==> config.mk <==
export PLATFORM = sky130hd
export DESIGN_NAME = ram_mm2s_reader
export DESIGN_NICKNAME = d
export VERILOG_FILES = /design/src/rtl/ram_mm2s_reader.sv
export SDC_FILE = /design/constraint.sdc
export NUM_CORES = 1
export LEC_CHECK = 0
export BUFFER_PORTS_ARGS = -buffer_cell sky130_fd_sc_hd__buf_2
export CORE_MARGIN = 4
export CORE_UTILIZATION = 53
export DETAILED_ROUTE_END_ITERATION = 7
export GPL_TIMING_DRIVEN = 0
export PLACE_DENSITY = 0.8
export SETUP_SLACK_MARGIN = 0.05
export SLEW_MARGIN = 20
export SYNTH_ARGS = -nofsm -noshare
export SYNTH_HDL_FRONTEND = slang
export SYNTH_SLANG_ARGS = --single-unit
==> constraint.sdc <==
create_clock -name clk -period 7.5 [get_ports clk]
set_clock_uncertainty 0.15 [all_clocks]
set_input_delay 0.75 -clock clk [delete_from_list [all_inputs] [get_ports clk]]
set_output_delay 0.75 -clock clk [all_outputs]
set_load 0.02 [all_outputs]
==> src/rtl/ram_mm2s_reader.sv <==
// Command-driven sequential RAM reader streaming words out over AXI-Stream.
// Define READER_PERF_CNT_EN to add the stall_cnt output.
module ram_mm2s_reader #(
  parameter int AXI_WIDTH      = 128,
  parameter int AXI_ADDR_WIDTH = 32,
  parameter int LSB            = $clog2(AXI_WIDTH) - 3,
  parameter int LEN_WIDTH      = 16,
  parameter int DEPTH          = 2
) (
  input  logic                          clk,
  input  logic                          rst,
  input  logic                          cmd_valid,
  output logic                          cmd_ready,
  input  logic [AXI_ADDR_WIDTH-1:0]     cmd_addr,
  input  logic [LEN_WIDTH-1:0]          cmd_beats,
  output logic                          mem_ren,
  output logic [AXI_ADDR_WIDTH-LSB-1:0] mem_addr,
  input  logic [AXI_WIDTH-1:0]          mem_data,
  output logic                          m_axis_tvalid,
  input  logic                          m_axis_tready,
  output logic [AXI_WIDTH-1:0]          m_axis_tdata,
  output logic                          m_axis_tlast,
`ifdef READER_PERF_CNT_EN
  output logic [31:0]                   stall_cnt,
`endif
  output logic                          busy,
  output logic                          done
);

  localparam int WAW = AXI_ADDR_WIDTH - LSB;
  localparam int PW  = (DEPTH > 1) ? $clog2(DEPTH) : 1;
  localparam int CW  = $clog2(DEPTH + 1);

  typedef enum logic [1:0] {
    IDLE,
    READ,
    DRAIN
  } state_t;

  state_t state, state_nx;

  logic [WAW-1:0]       waddr;
  logic [LEN_WIDTH-1:0] beats_left;
  logic                 inflight;
  logic                 inflight_last;
  logic [AXI_WIDTH:0]   fifo_mem [DEPTH];
  logic [PW-1:0]        wr_ptr;
  logic [PW-1:0]        rd_ptr;
  logic [CW-1:0]        count;
  logic                 busy_q;
  logic                 done_q;
  logic                 accept;
  logic                 issue;
  logic                 push;
  logic                 pop;
  logic [CW:0]          occ;
  logic [AXI_WIDTH:0]   head;

  function automatic logic [PW-1:0] ptr_inc(input logic [PW-1:0] p);
    return (p == PW'(DEPTH - 1)) ? '0 : p + PW'(1);
  endfunction

  assign accept = cmd_valid && cmd_ready;
  assign push   = inflight;
  assign pop    = m_axis_tvalid && m_axis_tready;
  // Occupancy seen by the next issue: stored + arriving - leaving.
  assign occ    = {1'b0, count} + (CW+1)'(inflight) - (CW+1)'(pop);
  assign head   = fifo_mem[rd_ptr];

  assign cmd_ready     = (state == IDLE) && !rst;
  assign m_axis_tvalid = (count != '0);
  assign m_axis_tdata  = m_axis_tvalid ? head[AXI_WIDTH-1:0] : '0;
  assign m_axis_tlast  = m_axis_tvalid && head[AXI_WIDTH];
  assign mem_ren       = issue;
  assign mem_addr      = issue ? waddr : '0;
  assign busy          = busy_q;
  assign done          = done_q;

  always_comb begin
    state_nx = state;
    issue    = 1'b0;
    unique case (state)
      IDLE: begin
        if (accept && cmd_beats != '0) state_nx = READ;
      end
      READ: begin
        if (occ < (CW+1)'(DEPTH)) begin
          issue = 1'b1;
          if (beats_left == LEN_WIDTH'(1)) state_nx = DRAIN;
        end
      end
      DRAIN: begin
        if (!inflight && count == CW'(pop)) state_nx = IDLE;
      end
      default: state_nx = IDLE;
    endcase
  end

  always_ff @(posedge clk or posedge rst) begin
    if (rst) begin
      state         <= IDLE;
      waddr         <= '0;
      beats_left    <= '0;
      inflight      <= 1'b0;
      inflight_last <= 1'b0;
      wr_ptr        <= '0;
      rd_ptr        <= '0;
      count         <= '0;
      busy_q        <= 1'b0;
      done_q        <= 1'b0;
    end else begin
      state         <= state_nx;
      inflight      <= issue;
      inflight_last <= issue && (beats_left == LEN_WIDTH'(1));
      if (accept) begin
        waddr      <= cmd_addr[AXI_ADDR_WIDTH-1:LSB];
        beats_left <= cmd_beats;
      end else if (issue) begin
        waddr      <= waddr + WAW'(1);
        beats_left <= beats_left - LEN_WIDTH'(1);
      end
      if (push) wr_ptr <= ptr_inc(wr_ptr);
      if (pop) rd_ptr <= ptr_inc(rd_ptr);
      count  <= count + CW'(push) - CW'(pop);
      done_q <= (pop && m_axis_tlast) ||
                (accept && cmd_beats == '0);
      if (accept && cmd_beats != '0) busy_q <= 1'b1;
      else if (pop && m_axis_tlast) busy_q <= 1'b0;
    end
  end

  always_ff @(posedge clk) begin
    if (push) fifo_mem[wr_ptr] <= {inflight_last, mem_data};
  end

  always_ff @(posedge clk) begin
    if (!rst && push) assert (count < CW'(DEPTH));
  end

`ifdef READER_PERF_CNT_EN
  always_ff @(posedge clk or posedge rst) begin
    if (rst) stall_cnt <= '0;
    else if (accept) stall_cnt <= '0;
    else if (m_axis_tvalid && !m_axis_tready && stall_cnt != '1)
      stall_cnt <= stall_cnt + 32'd1;
  end
`endif

endmodule

==> reports/results.tsv <==
stage	metric	value	unit
layout	final_nets	1484	
clocking	cts.sinks	312	
global_route	met3_usage	6.50	%
placement	gp_congestion	0.850	
clocking	cts.path.max_buffers	3	
synth	synthesis.nets	1105	
routing	dr.first_iter.drc_count	643	
synth	yosys_warnings	0	
synth	synth_cells	919	
synth	ys.flop_type	edfxtp_1	
routing	wl_per_cell	19.8	µm
clocking	path_clk_slew	60	ps
clocking	htreeDepth	1	
floorplanning	rows	56	
synth	synth.distinct_cells	50	
synth	syn_avg_cell_area	14.0	µm²
synth	synth_seq_area_share	70.8	%
global_route	gr-max-usage-layer	met2	
power	peakVddDrop	0.319	mV
floorplanning	core_area	23700	µm²
setup_path	cp.required	6600	ps
global_route	grt_util_all_layers	23.2	%
global_route	use_met2	39.5	%
global_route	grt_max_degree	55	
clocking	cts_resized	0	
routing	postRouteAntennaNets	0	
power	clkPwrFrac	20.8	%
floorplanning	dieArea	26800	µm²
layout	drive_above_1_share	30.6	%
clocking	cts_setup_buffers	0	
floorplanning	die_h	164	µm
power	power_leakage	0.00689	µW
routing	drt_wl_total	32500	µm
sta	post-route-period-util	70.1	%
synth	yosysMostFrequentCell	edfxtp_1	
global_route	grt_overflow	0	
synth	synth_top_area_share	60.3	%
synth	netlist_area	12900	µm²
sta	hold_viol	0	
routing	vias	8976	
clocking	cts-buffers-inserted	31	
power	power.switching	2940	µW
power	swShare	41.0	%
placement	port-buffer-count	337	
sta	worst_pin_slew	867	ps
routing	first_pass_iters	5	
setup_path	crit_path_max_fanout	10	
setup_path	cp-end-kind	output port	
clocking	cts-root-buf	clkbuf_16	
placement	hpwl	23000	µm
layout	syn_to_final_growth	25.7	%
global_route	grtUsageMet1	28.1	%
floorplanning	num_io_pins	342	
sta	fin_setup_tns	0	ps
global_route	antenna_found_initial	8	
status	outcome	finished clean	
power	internal-power	4230	µW
worst_hold_path	hp-class	primary input to asynchronous set/reset pin	
sta	rsz0062_at_grt	no	
sta	fin_crit	5260	ps
flow_run	cap_violations	0	
clocking	cts_tree	yes	
clocking	clock_latency	550	ps
global_route	grt_pass1_vias	8928	
setup_path	crit_type	flip-flop to output port	
sta	maxSlewHeadroom	42.2	%
clocking	hold_buffers	0	
synth	ys_ff_latch	312	
sta	fmax	0.190	GHz
setup_path	worstPathArrival	4360	ps
sta	slew_viol_final	0	
synth	synthTopCellsByCount	edfxtp_1, nor2_1, mux2i_1, nand2_1, dfrtp_1	
floorplanning	die_width	164	µm
sta	setup_viol	0	
synth	yosys.area.top_type	edfxtp_1	
synth	synth.area.top_cells	edfxtp_1, dfrtp_1, mux2i_1	
synth	synth_edf_count	258	
global_route	grt_pass1_wl	48300	µm
routing	viasPerCell	5.46	
power	power_frac_seq	35.4	%
power	combPwrFrac	43.8	%
routing	drc	0	
power	power	7170	µW
synth	synthArstFlopShare	17.3	%
setup_path	critPathLaunchType	flip-flop	
power	powerDensity	444	nW/µm²
floorplanning	start_util	54.3	%
## state kept, by name (all words and copies together), names as in the netlist
signal         cells
done               1
beats_left        16
count              2
inflight_last      1
wr_ptr             1
waddr             28
inflight           1
busy               1
state              2
rd_ptr             1
fifo_mem         258
## critical path: stages (launching register included)
cell and delay, ps:
dfrtp_1 450, nor2_1 260, inv_1 120, nand2_1 170
inv_1 60, ha_1 290, inv_1 50, ha_1 190
fa_1 490, nor3b_2 560, nand2_1 170, clkbuf_1 250
clkbuf_1 340, nor2_1 220, buf_2 190
## area by class of cell
cell class	count	area [µm²]
Clock buffer	40	810
Multi-Input combinational cell	544	3520
Antenna cell	3	7.51
Inverter	15	58.8
Fill cell	1690	7520
Clock inverter	17	170
Timing Repair Buffer	346	1900
Buffer	48	185
Tap cell	319	399
Sequential cell	312	9100
## cell families (layout without fill, tap and decap cells)
family / after synthesis / after routing / synth area share (%)
flip-flops: 312 / 312 / 70.8
AND/OR/NAND/NOR: 312 / 312 / 11.2
multiplexers: 130 / 130 / 10.1
AO/OA/AOI/OAI: 79 / 79 / 4.18
buffers and inverters: 63 / 466 / 1.88
XOR/XNOR: 17 / 17 / 1.22
adder cells (fa/ha/maj): 6 / 6 / 0.642
other: 0 / 3 / 0
## layer usage
layer,share of wire [%],up-vias
met2,49,447
li1,-,4170
met3,10,100
met1,37,4249
met5,0.22,-
met4,3.9,10
## power by group through the flow
| stage | registers (µW) | clock network [µW] | logic, µW |
|---|---|---|---|
| CTS | 2530 | 1520 | 3160 |
| global placement | 2640 | 0 | 3000 |
| finish | 2540 | 1490 | 3140 |
| floorplan | 2570 | 0 | 2020 |
| detailed placement | 2570 | 0 | 3140 |
| global route | 2570 | 1600 | 3400 |
## metrics by stage
stage	instances	utilization (%)	area [µm²]	hold slack [ps]	setup WS (ps)
after floorplan	919	-	12900	270	614
after global placement	1575	63.1	14900	277	-2600
after detailed placement	1584	64.1	15200	308	2820
after CTS	1641	68.2	16200	188	2220
after global routing	1643	68.2	16200	200	1910
final	1644	68.2	16200	189	2240
## final timing paths
path / from / to / slack (ps) / cells after the start
setup / recovery: count[1] / mem_addr[8] / 2240 / 14
hold / removal: rst / waddr[20] / 190 / 2
setup reg to reg: count[1] / waddr[23] / 3430 / 15
hold reg to reg: inflight_last / fifo_mem[1][128] / 300 / 0
max in group asynchronous: rst / waddr[3] / 6560 / 2
min in group clk: mem_data[76] / fifo_mem[1][76] / 230 / 1
## cell usage in the layout, fill, tap and decap left out, types with 3 or more instances in the layout
cell	count
nor4_1	8
or3_1	3
nand2_1	55
ha_1	5
nor2_1	156
and3_1	30
o21ai_0	28
clkbuf_16	31
buf_1	10
bufinv_16	3
buf_12	4
a31oi_1	3
buf_2	341
xor2_1	7
a21o_1	3
a21oi_1	5
nand4_1	18
xnor2_1	9
a221o_1	3
diode_2	3
a22oi_1	6
dfrtp_1	54
a32oi_1	4
buf_16	5
o211ai_1	11
edfxtp_1	258
o311ai_0	5
clkbuf_1	43
mux2i_1	130
nand3_1	20
clkinv_1	6
inv_1	13
nor3_1	6
clkinv_2	3
(Power assumes the default switching activity.)
